File: src/rtl/rip_axi_arbiter.sv
// rip_axi_arbiter: round-robin sharing of one rip_axi_master user port, independent read and write channels
module rip_axi_arbiter_chan #(
   parameter int N = 2,
   parameter int W = 32
) (
   input  logic           clk,
   input  logic           rst,
   output logic [N-1:0]   s_ready,
   input  logic [N*W-1:0] s_pay,
   input  logic [N-1:0]   s_valid,
   output logic [N-1:0]   s_done,
   input  logic           m_ready,
   output logic [W-1:0]   m_pay,
   output logic           m_valid,
   input  logic           m_done,
   output logic           fin
);
   localparam int GW = N > 1 ? $clog2(N) : 1;
   typedef enum logic [1:0] {IDLE, ISSUE, WAIT} state_t;
   state_t state, state_nxt;
   logic [N-1:0] pend;
   logic [W-1:0] pay [N];
   logic [GW-1:0] gnt, last, win;
   logic busy, go;
   assign busy = state != IDLE;
   assign go = state == IDLE && |pend && m_ready;
   assign fin = state == WAIT && m_done;
   // scan downward so the nearest pending port after last overwrites the rest
   always_comb begin
      win = last;
      for (int k = N; k >= 1; k--)
         if (pend[GW'((int'(last) + k) % N)]) win = GW'((int'(last) + k) % N);
   end
   always_comb state_nxt = go ? ISSUE : state == ISSUE ? WAIT : fin ? IDLE : state;
   for (genvar i = 0; i < N; i++) begin : g_rdy
      assign s_ready[i] = !pend[i] && !(busy && gnt == GW'(i));
   end
   always_ff @(posedge clk)
      if (rst) state <= IDLE;
      else state <= state_nxt;
   always_ff @(posedge clk) begin
      if (rst) begin
         pend    <= '0;
         gnt     <= '0;
         last    <= GW'(N - 1);
         m_valid <= 1'b0;
         m_pay   <= '0;
         s_done  <= '0;
      end else begin
         pend    <= (pend | (s_valid & s_ready)) & ~(fin ? N'(1) << gnt : N'(0));
         m_valid <= go;
         s_done  <= fin ? N'(1) << gnt : N'(0);
         if (go) begin
            gnt   <= win;
            m_pay <= pay[win];
         end
         if (fin) last <= gnt;
      end
   end
   always_ff @(posedge clk)
      for (int i = 0; i < N; i++)
         if (s_valid[i] && s_ready[i]) pay[i] <= s_pay[i*W +: W];
endmodule

module rip_axi_arbiter #(
   parameter int N_PORTS    = 2,
   parameter int ADDR_WIDTH = 32,
   parameter int DATA_WIDTH = 32,
   parameter int BURST_LEN  = 2,
   parameter int B_WIDTH    = 8
) (
   input  logic                                         clk,
   input  logic                                         rst,
   output logic [N_PORTS-1:0]                           s_wready,
   input  logic [N_PORTS*ADDR_WIDTH-1:0]                s_waddr,
   input  logic [N_PORTS*DATA_WIDTH*BURST_LEN-1:0]      s_wdata,
   input  logic [N_PORTS*DATA_WIDTH*BURST_LEN/B_WIDTH-1:0] s_wstrb,
   input  logic [N_PORTS-1:0]                           s_wvalid,
   output logic [N_PORTS-1:0]                           s_wdone,
   output logic [N_PORTS-1:0]                           s_rready,
   input  logic [N_PORTS*ADDR_WIDTH-1:0]                s_raddr,
   input  logic [N_PORTS-1:0]                           s_rvalid,
   output logic [DATA_WIDTH*BURST_LEN-1:0]              s_rdata,
   output logic [N_PORTS-1:0]                           s_rdone,
   input  logic                                         m_wready,
   output logic [ADDR_WIDTH-1:0]                        m_waddr,
   output logic [DATA_WIDTH*BURST_LEN-1:0]              m_wdata,
   output logic [DATA_WIDTH*BURST_LEN/B_WIDTH-1:0]      m_wstrb,
   output logic                                         m_wvalid,
   input  logic                                         m_wdone,
   input  logic                                         m_rready,
   output logic [ADDR_WIDTH-1:0]                        m_raddr,
   output logic                                         m_rvalid,
   input  logic [DATA_WIDTH*BURST_LEN-1:0]              m_rdata,
   input  logic                                         m_rdone
);
   localparam int L  = DATA_WIDTH * BURST_LEN;
   localparam int S  = L / B_WIDTH;
   localparam int WW = ADDR_WIDTH + L + S;
   logic [N_PORTS*WW-1:0] wpay;
   logic [WW-1:0] m_wpay;
   logic rfin, wfin;
   for (genvar i = 0; i < N_PORTS; i++) begin : g_wpay
      assign wpay[i*WW +: WW] = {s_wstrb[i*S +: S], s_wdata[i*L +: L], s_waddr[i*ADDR_WIDTH +: ADDR_WIDTH]};
   end
   assign {m_wstrb, m_wdata, m_waddr} = m_wpay;
   rip_axi_arbiter_chan #(.N(N_PORTS), .W(ADDR_WIDTH)) u_rd (
      .clk(clk), .rst(rst), .s_ready(s_rready), .s_pay(s_raddr), .s_valid(s_rvalid),
      .s_done(s_rdone), .m_ready(m_rready), .m_pay(m_raddr), .m_valid(m_rvalid),
      .m_done(m_rdone), .fin(rfin)
   );
   rip_axi_arbiter_chan #(.N(N_PORTS), .W(WW)) u_wr (
      .clk(clk), .rst(rst), .s_ready(s_wready), .s_pay(wpay), .s_valid(s_wvalid),
      .s_done(s_wdone), .m_ready(m_wready), .m_pay(m_wpay), .m_valid(m_wvalid),
      .m_done(m_wdone), .fin(wfin)
   );
   always_ff @(posedge clk)
      if (rst) s_rdata <= '0;
      else if (rfin) s_rdata <= m_rdata;
endmodule

File: config.mk
export PLATFORM = sky130hd
export DESIGN_NAME = rip_axi_arbiter
export DESIGN_NICKNAME = d
export VERILOG_FILES = /design/src/rtl/rip_axi_arbiter.sv
export SDC_FILE = /design/constraint.sdc
export NUM_CORES = 1
export LEC_CHECK = 0
export CORE_MARGIN = 1.5
export CORE_UTILIZATION = 31
export CTS_BUF_LIST = sky130_fd_sc_hd__clkbuf_4 sky130_fd_sc_hd__clkbuf_8 sky130_fd_sc_hd__clkbuf_16
export DETAILED_ROUTE_END_ITERATION = 10
export DONT_BUFFER_PORTS = 1
export SLEW_MARGIN = 20
export SYNTH_ARGS = -nofsm -noshare
export SYNTH_HDL_FRONTEND = slang
export SYNTH_HIERARCHICAL = 1
export SYNTH_SLANG_ARGS = --single-unit
File: constraint.sdc
create_clock -name clk -period 11.2 [get_ports clk]
set_input_delay 1.68 -clock clk [delete_from_list [all_inputs] [get_ports clk]]
set_output_delay 1.68 -clock clk [all_outputs]
set_load 0.005 [all_outputs]
Word-level counts from Yosys, hierarchy flattened
Memories as Yosys holds them, arrays and structs flattened. A register that Yosys moved wholly into a read port is not among the register bits. Cells that the tools add are included.

Equal/unequal tests: 4. Reduce and logical (&&, ||, !) cells: 38. Add/subtract/negate cells: 4. Multiplexer cells: 28. Shift-type cells: 2. $lt $le $gt $ge: 4. Bitwise logic cells: 10.

Operator list (number): $mux 1 (22); $logic_and 1x1->1 (18); $lt 1x3->1 const B (4); $mux 2 (6); $and 2x2->2 (4); $logic_not 1->1 (8); $reduce_bool 2->1 (4); $reduce_or 2->1 (4); $reduce_bool 3->1 (2); $add 1x1->1 const B (4); $eq 2x1->1 const B (2); $eq 2x2->1 const B (2); $logic_not 2->1 (2); $not 2->2 (2); $or 2x2->2 (2); $shl 1x1->2 const A (2); $not 1->1 (2).

RAM bits: 272. Output and inout bits: 210. Input bits: 346. Memories: 2. Register bits: 82.

Memories: u_wr.pay (depth 2, bits a word 104, rd ports 1, clocked after Yosys merged registers in 1, wr ports 2, line 22) `logic [W-1:0] pay [N];`; u_rd.pay (depth 2, bits a word 32, rd ports 1, clocked after Yosys merged registers in 1, wr ports 2, line 22).

Longest topological paths before layout
Depth after elaboration: 7. Gate-level depth with buffers: 6.

Hierarchy
Netlist, hierarchy kept.

Modules (own cells, without submodules): rip_axi_arbiter_chan (u_wr) (cells an instance 593, seq. area each 8508.2 um^2, instances 1, area each 10831.6 um^2); rip_axi_arbiter_chan (u_rd) (cells an instance 210, seq. area each 2742.6 um^2, instances 1, area each 3612.2 um^2); rip_axi_arbiter (cells an instance 206, seq. area each 1281.2 um^2, instances 1, area each 2290.9 um^2).

Worst setup path before layout
OpenSTA, ideal clock, no wires.

Path type: input to register. Start point: input s_wvalid[0]. End point: memory u_wr/pay[0][0] in the netlist's numbering, enable pin. Slack: 6648 ps. Cell stages on the path: 1. Arrival time: 4078 ps. Cell sequence: and2_1.

RTL lines: start, declared (line 78) `input logic [N_PORTS-1:0] s_wvalid,`; end, declared (line 22).

Final worst setup path
Start point: register u_wr.pend[0]. End point: register u_wr.m_pay[56], read port of u_wr.pay.

Cells in the longest elaborated chain, start to end: 4.

Ends and longest elaborated chain: start, declared (line 21) `logic [N-1:0] pend;`; start signal, assigned (line 50) `pend <= (pend | (s_valid & s_ready)) & ~(fin ? N'(1) << gnt : N'(0));`; $mux 1 (implied by the code) (2 in series) (line 32) `if (pend[GW'((int'(last) + k) % N)]) win = GW'((int'(last) + k) % N);`; $mux 1 (2 in series) (line 32); end, declared (line 13) `output logic [W-1:0] m_pay,`.

Several ways; a longest one is shown, not always the timed one. The select of a mux whose other input is x is not followed. A chain may end at the register's enable or synchronous reset.

==> impl_metrics.json <==
{
  "synth_cells": 1008,
  "seq_power_share": 0.517,
  "numPortBuffers": 0,
  "clockBufferDepth": 3,
  "routedWlPerCell_um": 22.2,
  "cp-start-kind": "flip-flop",
  "rrSetupSlack_ns": 7.94,
  "grt_pass1_vias": 8508,
  "slew_violations": 0,
  "period_needed_ns": 3.26,
  "switchingPower_mw": 0.912,
  "clkLatencyLatePin_ns": 0.59,
  "crit_cells": 5,
  "placed_area_mm2": 0.0173,
  "pre_cts_ws_ns": 7.43,
  "combPwrFrac": 0.058,
  "fp.dieArea_mm2": 0.0554,
  "crit_path_start": "u_wr/pend[0]",
  "layout.nets": 1359,
  "drv.max_cap_violation_count": 0,
  "cts_hold_buf": 0,
  "antenna_found_initial": 9,
  "num_rows": 84,
  "worst_ir_drop_vdd_mv": 0.136,
  "clkPwrFrac": 0.425,
  "clock.fmax_mhz": 307,
  "cts_setup_buffers": 0,
  "r2r-start": "u_wr/pend[0]",
  "tightest_slew_ns": 1.08,
  "vias": 8447,
  "hold-worst-slack_ns": 0.486,
  "path_max_fanout": 48,
  "drt_iter0_drc": 388,
  "p_per_area_mw_per_mm2": 213,
  "endpoint": "u_wr/m_pay[56]",
  "reg2reg_to": "u_wr/m_pay[56]",
  "outcome": "finished clean",
  "cp.arrival_ns": 3.69,
  "hpwl_um": 25900,
  "clock-sinks": 490,
  "cpMostUsedCell": "buf_4",
  "cts_buffers": 50,
  "crit_type": "reg -> reg",
  "setup_ws_ns": 7.94,
  "path_cells": "xnor2_4 > buf_4 > buf_4 > mux2i_1 > o2bb2ai_1",
  "clkSlewWorstSetupHoldPaths_ns": 0.06,
  "clock_tree.root_cell": "clkbuf_16",
  "cp_num_buf_inv": 2,
  "drt_pass1_iterations": 5,
  "leakagePower_nw": 6.42,
  "cts_resized": 0,
  "core-area_mm2": 0.0530,
  "layout-drive-gt1-share": 0.108,
  "cts_tree": "yes",
  "rr_worst_depth": 5,
  "ant_nets": 0,
  "gp_congestion": 0.796,
  "io-pin-count": 556,
  "clock_skew_ns": 0.0110,
  "die_x_um": 235,
  "max_stage_delay_ns": 0.77,
  "crit_required_ns": 11.64,
  "grt_pass1_wl_um": 56400,
  "synth_nets": 1354,
  "area_delta_synth_final_pct": 14.3,
  "drc_errors": 0,
  "yosysWarnings": 6,
  "final_hold_viol_count": 0,
  "setup_tns_ns": 0,
  "drt-vias-per-instance": 4.83,
  "max-slew-margin-rel": 0.278,
  "switching_share": 0.224,
  "internal_power_mw": 3.16,
  "critPathCaptureType": "flip-flop",
  "hold_path_class": "reg -> reg",
  "crit_family": "buffers and inverters",
  "crit_path_top_delay_cell": "buf_4",
  "fin_area_mm2": 0.0191,
  "h-tree-depth": 2,
  "syn_area_mm2": 0.0167,
  "grt_max_degree": 81,
  "grt_setup_unrepaired": "false",
  "drt_wl_total_um": 38800,
  "setup_viol": 0,
  "die_y_um": 235,
  "initial_core_util": 0.316,
  "globalRouteTotalUtil": 0.133,
  "syn_area_per_cell_um2": 16.6,
  "grt.overflow.total": 0,
  "fill_cells": 4939,
  "fin_crit_sh": 0.291
}
## layout make-up
type	count	area, um^2	share of cell area
multi-input cells	451	3820	0.200
clock buffers	62	1370	0.0714
inverters	9	35.0	0.00183
diodes	8	20.0	0.00105
clock inverters	31	389	0.0203
well taps	688	861	0.0450
flip-flops and latches	490	12500	0.655
repair buffers	11	103	0.00536
## metrics by stage
stage	total power, mW	util	cells
after floorplan	2.31	-	1008
after global placement	2.38	0.327	1648
after detailed placement	2.38	0.327	1648
after CTS	4.13	0.360	1741
after global routing	4.22	0.361	1749
final	4.07	0.361	1750
## cell usage in the layout, fill, tap and decap left out, types with 4 or more instances in the layout
master	instances
mux2i_1	200
bufinv_16	7
clkbuf_16	50
clkinv_2	13
nand2_1	4
clkbuf_8	4
nor2_1	71
a21oi_1	4
buf_4	10
edfxtp_1	272
nor3_1	4
diode_2	8
clkbuf_4	8
o2bb2ai_1	137
dfxtp_1	218
o21ai_0	5
inv_1	7
a211oi_1	4
clkinv_1	5
## per-layer routing
metal,part of all wire,vias to the layer above,wire (um),GRT usage
li1,-,3867,-,-
met1,0.37,4160,14400,0.147
met2,0.51,342,19900,0.231
met3,0.082,76,3170,0.0451
met4,0.033,2,1290,0.0626
met5,0.00028,-,11,0
## worst min path at each step
stage | startpoint | endpoint | cells after the start
floorplan | u_rd/m_pay[0] | u_rd/m_pay[0] | 1
global placement | u_wr/m_pay[6] | u_wr/m_pay[6] | 1
detailed placement | u_wr/m_pay[2] | u_wr/m_pay[2] | 1
CTS | u_wr/m_pay[2] | u_wr/m_pay[2] | 1
global route | u_wr/m_pay[82] | u_wr/m_pay[82] | 1
finish | u_wr/m_pay[2] | u_wr/m_pay[2] | 1
## power groups by stage
stage          clock (mW)  combinational [mW]  sequential, mW
6_report             1.73               0.237            2.11
5_1_grt              1.85               0.259            2.12
4_1_cts              1.79               0.240            2.11
3_5_place_dp            0               0.239            2.14
3_3_place_gp            0               0.234            2.14
2_1_floorplan           0               0.192            2.12
## registers in the layout, summed over array words and instances (netlist names)
register and flops:
s_rdata 64, u_rd/gnt 1, u_rd/last 1, u_rd/m_pay 32, u_rd/m_valid 1, u_rd/pay 64
u_rd/pend 2, u_rd/s_done 2, u_rd/state 2, u_wr/gnt 1, u_wr/last 1, u_wr/m_pay 104
u_wr/m_valid 1, u_wr/pay 208, u_wr/pend 2, u_wr/s_done 2, u_wr/state 2
## worst register-to-register path, delay by kind of cell (launching register included)
family,cells,cell delay [ns]
DFF,1,0.38
muxes,1,0.44
AOI/OAI and AO/OA,1,0.11
xor gates and xnor gates,1,0.60
buffers and inverters,2,1.58
Power figures use the tool's default switching activity.
